<file path="src/rtl/multicycle_main_fsm.sv">
// -----------------------------------------------------------------------------
// multicycle_main_fsm
//
// Main control state machine for the multicycle Filter-GPU core. It sequences
// the shared ALU, the combined instruction/data memory port and the register
// file through fetch, decode, execute, memory and writeback steps. It stalls
// on the memory ready handshake.
//
// Optional feature (macro MUL_MULTICYCLE_EN): when defined, a data-processing
// MUL (register form, cmd = 0001) is held in EXEC_MUL for MUL_CYCLES cycles
// before writeback. When undefined, MUL takes the ordinary EXECR path.
//
// Parameters:
//   MUL_CYCLES  length of EXEC_MUL in cycles (2..15). It is used only with
//               MUL_MULTICYCLE_EN, but its range is always checked.
//
// Ports:
//   clk         clock, rising edge
//   reset       synchronous active-high reset; it wins over every transition
//   Op          instruction op field (00 DP, 01 mem, 10 branch, 11 illegal)
//   Funct       instruction funct field ([5] I, [4:1] cmd, [0] S/L)
//   mem_ready   memory completes the current access this cycle
//   ir_write    latch the instruction register (FETCH, gated by mem_ready)
//   next_pc     update the PC (FETCH, gated by mem_ready)
//   adr_src     memory address select: 0 = PC, 1 = ALU result
//   alu_src_a   ALU A operand select
//   alu_src_b   ALU B operand select
//   alu_op      1 selects data-processing decode in the ALU decoder
//   result_src  result select: 00 ALUOut, 01 read data, 10 ALU result
//   reg_w       register file write
//   mem_w       memory write request
//   branch      branch step; the PC update is made conditional downstream
//   illegal     one-cycle pulse when DECODE sees Op = 11
//   state_o     current state encoding, for debug
// -----------------------------------------------------------------------------
module multicycle_main_fsm #(
    parameter int MUL_CYCLES = 4
) (
    input  logic       clk,
    input  logic       reset,
    input  logic [1:0] Op,
    input  logic [5:0] Funct,
    input  logic       mem_ready,
    output logic       ir_write,
    output logic       next_pc,
    output logic       adr_src,
    output logic [1:0] alu_src_a,
    output logic [1:0] alu_src_b,
    output logic       alu_op,
    output logic [1:0] result_src,
    output logic       reg_w,
    output logic       mem_w,
    output logic       branch,
    output logic       illegal,
    output logic [3:0] state_o
);

    typedef enum logic [3:0] {
        FETCH    = 4'd0,
        DECODE   = 4'd1,
        MEMADR   = 4'd2,
        MEMRD    = 4'd3,
        MEMWB    = 4'd4,
        MEMWR    = 4'd5,
        EXECR    = 4'd6,
        EXECI    = 4'd7,
        ALUWB    = 4'd8,
        BRANCH   = 4'd9,
        EXEC_MUL = 4'd10
    } state_t;

    state_t state_reg;
    state_t state_next;

    // The parameter range is checked at elaboration.
    generate
        if (MUL_CYCLES < 2 || MUL_CYCLES > 15) begin : g_bad_mul_cycles
            $error("multicycle_main_fsm: MUL_CYCLES must be in 2..15");
        end
    endgenerate

`ifdef MUL_MULTICYCLE_EN
    logic [3:0] mul_cnt_reg;
    logic       is_mul;

    // Register-form data-processing instruction whose cmd is MUL.
    assign is_mul = (Funct[5] == 1'b0) && (Funct[4:1] == 4'b0001);

    // The counter is loaded on entry and counts down to 0. The state leaves
    // EXEC_MUL in the cycle after the counter reads 0, so EXEC_MUL lasts
    // exactly MUL_CYCLES cycles.
    always_ff @(posedge clk) begin
        if (reset) begin
            mul_cnt_reg <= 4'd0;
        end else if (state_reg == DECODE && state_next == EXEC_MUL) begin
            mul_cnt_reg <= 4'(MUL_CYCLES - 1);
        end else if (state_reg == EXEC_MUL && mul_cnt_reg != 4'd0) begin
            mul_cnt_reg <= mul_cnt_reg - 4'd1;
        end
    end
`else
    // Without the multi-cycle multiply, the cmd bits are not needed here.
    // The ALU decoder consumes them.
    logic unused_cmd;
    assign unused_cmd = ^Funct[4:1];
`endif

    // State register
    always_ff @(posedge clk) begin
        if (reset) begin
            state_reg <= FETCH;
        end else begin
            state_reg <= state_next;
        end
    end

    // Next-state logic
    always_comb begin
        state_next = FETCH;
        case (state_reg)
            FETCH:  state_next = mem_ready ? DECODE : FETCH;
            DECODE: begin
                case (Op)
                    2'b00: begin
                        if (Funct[5]) begin
                            state_next = EXECI;
                        end else begin
`ifdef MUL_MULTICYCLE_EN
                            state_next = is_mul ? EXEC_MUL : EXECR;
`else
                            state_next = EXECR;
`endif
                        end
                    end
                    2'b01:   state_next = MEMADR;
                    2'b10:   state_next = BRANCH;
                    default: state_next = FETCH;  // illegal op: treated as a NOP
                endcase
            end
            MEMADR: state_next = Funct[0] ? MEMRD : MEMWR;
            MEMRD:  state_next = mem_ready ? MEMWB : MEMRD;
            MEMWB:  state_next = FETCH;
            MEMWR:  state_next = mem_ready ? FETCH : MEMWR;
            EXECR:  state_next = ALUWB;
            EXECI:  state_next = ALUWB;
            ALUWB:  state_next = FETCH;
            BRANCH: state_next = FETCH;
`ifdef MUL_MULTICYCLE_EN
            EXEC_MUL: state_next = (mul_cnt_reg == 4'd0) ? ALUWB : EXEC_MUL;
`endif
            default: state_next = FETCH;  // unreachable codes recover to FETCH
        endcase
    end

    // Output logic. The outputs are Moore outputs, except that ir_write and
    // next_pc in FETCH follow mem_ready. illegal is a DECODE-only pulse.
    always_comb begin
        ir_write   = 1'b0;
        next_pc    = 1'b0;
        adr_src    = 1'b0;
        alu_src_a  = 2'b00;
        alu_src_b  = 2'b00;
        alu_op     = 1'b0;
        result_src = 2'b00;
        reg_w      = 1'b0;
        mem_w      = 1'b0;
        branch     = 1'b0;
        illegal    = 1'b0;
        case (state_reg)
            FETCH: begin
                alu_src_a  = 2'b01;
                alu_src_b  = 2'b10;
                result_src = 2'b10;
                ir_write   = mem_ready;
                next_pc    = mem_ready;
            end
            DECODE: begin
                alu_src_a  = 2'b01;
                alu_src_b  = 2'b10;
                result_src = 2'b10;
                illegal    = (Op == 2'b11);
            end
            MEMADR: alu_src_b = 2'b01;
            MEMRD:  adr_src = 1'b1;
            MEMWB: begin
                result_src = 2'b01;
                reg_w      = 1'b1;
            end
            MEMWR: begin
                adr_src = 1'b1;
                mem_w   = 1'b1;  // held for the whole wait
            end
            EXECR: begin
                alu_src_b = 2'b00;
                alu_op    = 1'b1;
            end
            EXECI: begin
                alu_src_b = 2'b01;
                alu_op    = 1'b1;
            end
            ALUWB: begin
                result_src = 2'b00;
                reg_w      = 1'b1;
            end
            BRANCH: begin
                alu_src_b  = 2'b01;
                result_src = 2'b10;
                branch     = 1'b1;
            end
`ifdef MUL_MULTICYCLE_EN
            EXEC_MUL: begin
                alu_src_b = 2'b00;
                alu_op    = 1'b1;
            end
`endif
            default: ;
        endcase
    end

    assign state_o = state_reg;

endmodule

</file>
<file path="config.mk">
export PLATFORM = sky130hd
export DESIGN_NAME = multicycle_main_fsm
export DESIGN_NICKNAME = d
export VERILOG_FILES = /design/src/rtl/multicycle_main_fsm.sv
export SDC_FILE = /design/constraint.sdc
export NUM_CORES = 1
export LEC_CHECK = 0
export BUFFER_PORTS_ARGS = -buffer_cell sky130_fd_sc_hd__buf_2
export CAP_MARGIN = 30
export CORE_AREA = 2 2 39 41
export CTS_CLUSTER_DIAMETER = 100
export CTS_CLUSTER_SIZE = 40
export DETAILED_ROUTE_END_ITERATION = 8
export DIE_AREA = 0 0 41 43
export GPL_TIMING_DRIVEN = 0
export HOLD_SLACK_MARGIN = 0.03
export PLACE_DENSITY = 0.66
export SYNTH_ARGS = -nofsm -noshare
export SYNTH_HDL_FRONTEND = slang
export SYNTH_SLANG_ARGS = --single-unit
</file>
<file path="constraint.sdc">
create_clock -name clk -period 2.2 [get_ports clk]
set_clock_uncertainty 0.1 [all_clocks]
set_input_delay 0 -clock clk [delete_from_list [all_inputs] [get_ports clk]]
set_output_delay 0 -clock clk [all_outputs]
set_load 0.02 [all_outputs]
</file>
# == After elaboration in Yosys (flattened, before gate mapping) ==
# Cells that the tools add are included.
# word_totals
wordCells,38
in_bits,11
output_inout_bits,18
ff_bits,4
rom_bits,0
ram_bits,0
latch_bits,0
memories,0
# op_classes
reduce_logical,8
mul,0
eq_ne,12
div,0
n_bitwise,0
add_sub_neg,0
mux,17
shifts,0
magnitude_cmp,0
# ops
cell,count
$pmux W4 S6,1
$eq A4 B3 Y1 const B,4
$pmux W4 S3,1
$mux W1,10
$mux W3,3
$eq A4 B2 Y1 const B,2
$eq A4 B4 Y1 const B,2
$pmux W2 S2,2
$reduce_or A2 Y1,4
$reduce_or A3 Y1,2
$eq A2 B2 Y1 const B,2
$eq A4 B1 Y1 const B,1
$logic_not A4 Y1,1
$eq A2 B1 Y1 const B,1
$logic_not A2 Y1,1

# == Longest topological paths before layout ==
# logic_depth
ltp_word,3
ltp_mapped,5
ltp_nobuf,3

# == Least setup slack after synthesis ==
# No wires, ideal clock.
# synth_timing
kind,register to output
from,"register state_reg[2], in the netlist state_o[2]"
to,output port adr_src
slack_ps,798
arrival_time_ps,1302
path_stages_with_launch,4
path_buffers,1
required_time_ps,2100
cell_sequence,dfxtp_1 -> buf_4 -> xnor2_1 -> nor3_1
# synth_between
elab_chain_len,3
elab_cells_between_ends,4
classes_between,eq/ne (2); mux (1); reduce/logical (1)
# synth_rtl
item,line,text
start: declaration,72,state_t state_reg;
start signal: assignment,113,state_reg <= state_next;
$eq A4 B3 Y1 / $eq A4 B2 Y1 (equally long branches),169,case (state_reg)
$reduce_or A2 Y1 (no source line) (*),--,
$mux W1 (*),169,
end: declaration,46,"output logic adr_src,"
# Every way passes the cells marked *; elsewhere a longest branch is shown, timed or not.

# == Worst setup path after layout ==
# layout_timing
from,"register state_reg[1], in the netlist state_o[1]"
to,"register state_reg[1], in the netlist state_o[1]"
# layout_between
elab_chain_len,3
elab_cells_between_ends,9
classes_between,eq/ne (6); mux (1); reduce/logical (2)
# layout_rtl
item,line,text
$eq A4 B3 Y1,120,case (state_reg)
$reduce_or A2 Y1 (no source line),--,
$pmux W4 S6 (*),120,
# Marks and branches as above.
# A chain may end at the register's enable or synchronous reset.

==> flow_metrics.env <==
export IMPL_synth_area_leaders="dfxtp_1, buf_4, nand2b_1, nor4b_4, nor2_1"
export IMPL_post_cts_buffers=0
export IMPL_fin_crit_ps=1835
export IMPL_cp_endpoint="state_o[1]$_SDFF_PP0_"
export IMPL_netlist_area_um2=441.7
export IMPL_largest_register_ffs=4
export IMPL_fin_cells=103
export IMPL_clockPowerShare_pct=30.2
export IMPL_drv_cap=0
export IMPL_max_stage_delay_ps=590
export IMPL_p_switching_uw=106.9
export IMPL_ys_seq_elements=4
export IMPL_start_util_pct=31.92
export IMPL_rr_startpoint="state_o[1]$_SDFF_PP0_"
export IMPL_synth_mux_area_fraction_pct=2.266
export IMPL_cts_max_level=1
export IMPL_start_kind="register"
export IMPL_yosysWarnings=0
export IMPL_cp_arrival_ps=1910
export IMPL_whs_ps=49.89
export IMPL_slowest_stage="dlygate4sd3_1"
export IMPL_placed_cell_area_um2=576.8
export IMPL_rsz0062_at_grt="no"
export IMPL_synth_seq_area_share_pct=18.13
export IMPL_crit_type="reg -> reg"
export IMPL_status="finished, final reports clean"
export IMPL_num_vias=497
export IMPL_drt_iter0_markers=5
export IMPL_rows=14
export IMPL_tns_ps=0
export IMPL_grt_pass1_vias=447
export IMPL_cts_root_buf="clkbuf_4"
export IMPL_power_density_mw_per_mm2=466.8
export IMPL_yosys_area_share_adder_pct=0
export IMPL_p_int_uw=196.2
export IMPL_yosys_cell_types_count=30
export IMPL_min_path_type="in -> reg"
export IMPL_wire_per_inst_um=11.01
export IMPL_crit_family="buffers and inverters"
export IMPL_grt_usage_pct=14.83
export IMPL_dp_hpwl_um=793.7
export IMPL_cts_sink_count=4
export IMPL_fin_crit_sh_pct=83.39
export IMPL_seq_power_share_pct=26.8
export IMPL_antenna_found_initial=0
export IMPL_clk_latency_ps=240
export IMPL_place_congestion=0.8160
export IMPL_clock_fmax_mhz=545.1
export IMPL_clkTransAtPathRegs_ps=40
export IMPL_cp_depth=5
export IMPL_syn_area_per_cell_um2=7.887
export IMPL_diodes=0
export IMPL_drt_total_wl_um=1134
export IMPL_startpoint="state_o[1]$_SDFF_PP0_"
export IMPL_core_area_mm2=0.001384
export IMPL_drt_pass1_iterations=4
export IMPL_portBuffers=23
export IMPL_grt_max_degree=11
export IMPL_postRouteAntennaNets=0
export IMPL_syn2layout_area_growth_pct=47.03
export IMPL_p_total_uw=303.1
export IMPL_maxSlewViolCount=0
export IMPL_dieWidth_um=41
export IMPL_worst_endpoint_required_ps=2280
export IMPL_nNetsFinal=100
export IMPL_comb_power_share_pct=43.0
export IMPL_syn_instance_count=56
export IMPL_ff2ff_path_depth=5
export IMPL_grt_overflow=0
export IMPL_ioPinCount=29
export IMPL_synth_top_family_by_area="simple AND/OR/NAND/NOR gates"
export IMPL_dp_cells=95
export IMPL_fp_dieH_um=43
export IMPL_worstHoldPathCells=4
export IMPL_drive_gt1_share_pct=42.53
export IMPL_drc=0
export IMPL_switching_share_pct=35.28
export IMPL_finalSetupViolCount=0
export IMPL_yosysTopAreaCell="dfxtp_1"
export IMPL_numCtsBuffers=3
export IMPL_reg2reg_to="state_o[1]$_SDFF_PP0_"
export IMPL_final_area_um2=649.4
export IMPL_crit_fanout=10
export IMPL_crit_path_cell_trace="buf_6 -> buf_4 -> nand3_1 -> a2111oi_2 -> dlygate4sd3_1"
export IMPL_synth_compound_area_share_pct=20.96
export IMPL_synth_top_area_share_pct=18.13
export IMPL_ir_drop_mv=0.3440
export IMPL_clk_path_buf_depth=2
export IMPL_endpoint_kind="register"
export IMPL_viasPerCell=4.825
export IMPL_critPathBufInv=3
export IMPL_p_leak_nw=0.3167
export IMPL_synth_xor_xnor_area_share_pct=1.983
export IMPL_yosys_area_share_simple_pct=41.93
export IMPL_synth_nets=67
export IMPL_die_area_mm2=0.001763
export IMPL_cts_tree="done"
export IMPL_grt_pass1_wl_um=1766
export IMPL_hold_violations=0
export IMPL_regToRegSetupSlack_ps=370
-- through the flow --
stage	util [%]	setup slack (ps)
after detailed placement	41.68	825.0
after global placement	41.68	858.6
after CTS	46.93	349.2
final	46.93	365.3
after floorplan	-	798.4
after global routing	46.93	225.5
-- final cells by class --
type                            count  area (µm²)
Fill cell                         146       734.5
Multi-Input combinational cell     43       300.3
Timing Repair Buffer               28       165.2
Sequential cell                     4       80.08
Buffer                              7       53.80
Clock buffer                        3       22.52
Tap cell                           16       20.02
Inverter                            2       7.507
-- worst reg2reg max path, cell delays in order (launching register included) --
cell	delay (ps)
dfxtp_1	330
buf_6	140
buf_4	170
nand3_1	100
a2111oi_2	350
dlygate4sd3_1	590
-- per-layer routing --
layer / track usage [%] / up-vias / part of all wire, % / routed length (µm)
met2: 21.56 / 24 / 47 / 535
met1: 18.53 / 217 / 43 / 487
li1: - / 256 / - / -
met4: 6.000 / 0 / 0 / 0
met5: 0 / - / 0 / 0
met3: 6.283 / 0 / 9.7 / 110
-- cells by family (layout without fill, tap and decap cells) --
family                    Yosys count  count (layout)
AOI/OAI and AO/OA                  12              12
xor gates and xnor gates            1               1
buffers and inverters               9              40
DFF                                 4               4
muxes                               1               1
other                               1               1
and+or+nand+nor                    28              28
-- what timing repair did --
item                                   in CTS  in global routing
setup endpoints to repair                   0                  0
hold buffers                                5                  0
gates resized for setup                     0                  0
endpoints found under the hold margin       4                  0
-- synth_stat cells, drive strengths merged --
cell type and n:
inv 2, nor3 4, mux2i 1, nor3b 2, nand2 2, nand3 2, buf 7, a211o 1
a211oi 1, a21boi 1, conb 1, nor2 6, o21ai 2, and3 2, a2111oi 1, dfxtp 4
a31oi 2, and3b 2, xnor2 1, o211ai 1, a21oi 2, a21o 1, nor4b 2, nand2b 5
or3b 1
-- layout by cell type (no fill, tap or decap), drive strengths merged, types with 2 or more instances in the layout --
master	count
dfxtp	4
dlygate4sd3	5
and3b	2
clkbuf	3
nand2	2
inv	2
nor3b	2
and3	2
nor4b	2
nand2b	5
buf	30
nor2	6
o21ai	2
nor3	4
a21oi	2
a31oi	2
nand3	2
-- power by group through the flow --
stage          logic (mW)  clock network, mW  registers, mW
6_report            0.130             0.0915         0.0812
3_3_place_gp        0.123                  0         0.0824
4_1_cts             0.131             0.0955         0.0813
5_1_grt             0.143             0.0991         0.0818
2_1_floorplan      0.0844                  0         0.0871
3_5_place_dp        0.124                  0         0.0825
-- how the worst min path moves through the flow --
| stage | startpoint | to | slack (ps) |
|---|---|---|---|
| 2_1_floorplan | reset | state_o[1]$_SDFF_PP0_ | -30 |
| 3_5_place_dp | reset | state_o[1]$_SDFF_PP0_ | 100 |
| 6_report | Op[0] | state_o[2]$_SDFF_PP0_ | 50 |
| 4_1_cts | Op[0] | state_o[2]$_SDFF_PP0_ | 40 |
| 3_3_place_gp | reset | state_o[1]$_SDFF_PP0_ | 100 |
| 5_1_grt | Funct[5] | state_o[0]$_SDFF_PP0_ | 70 |
Power figures use the tool's default switching activity.
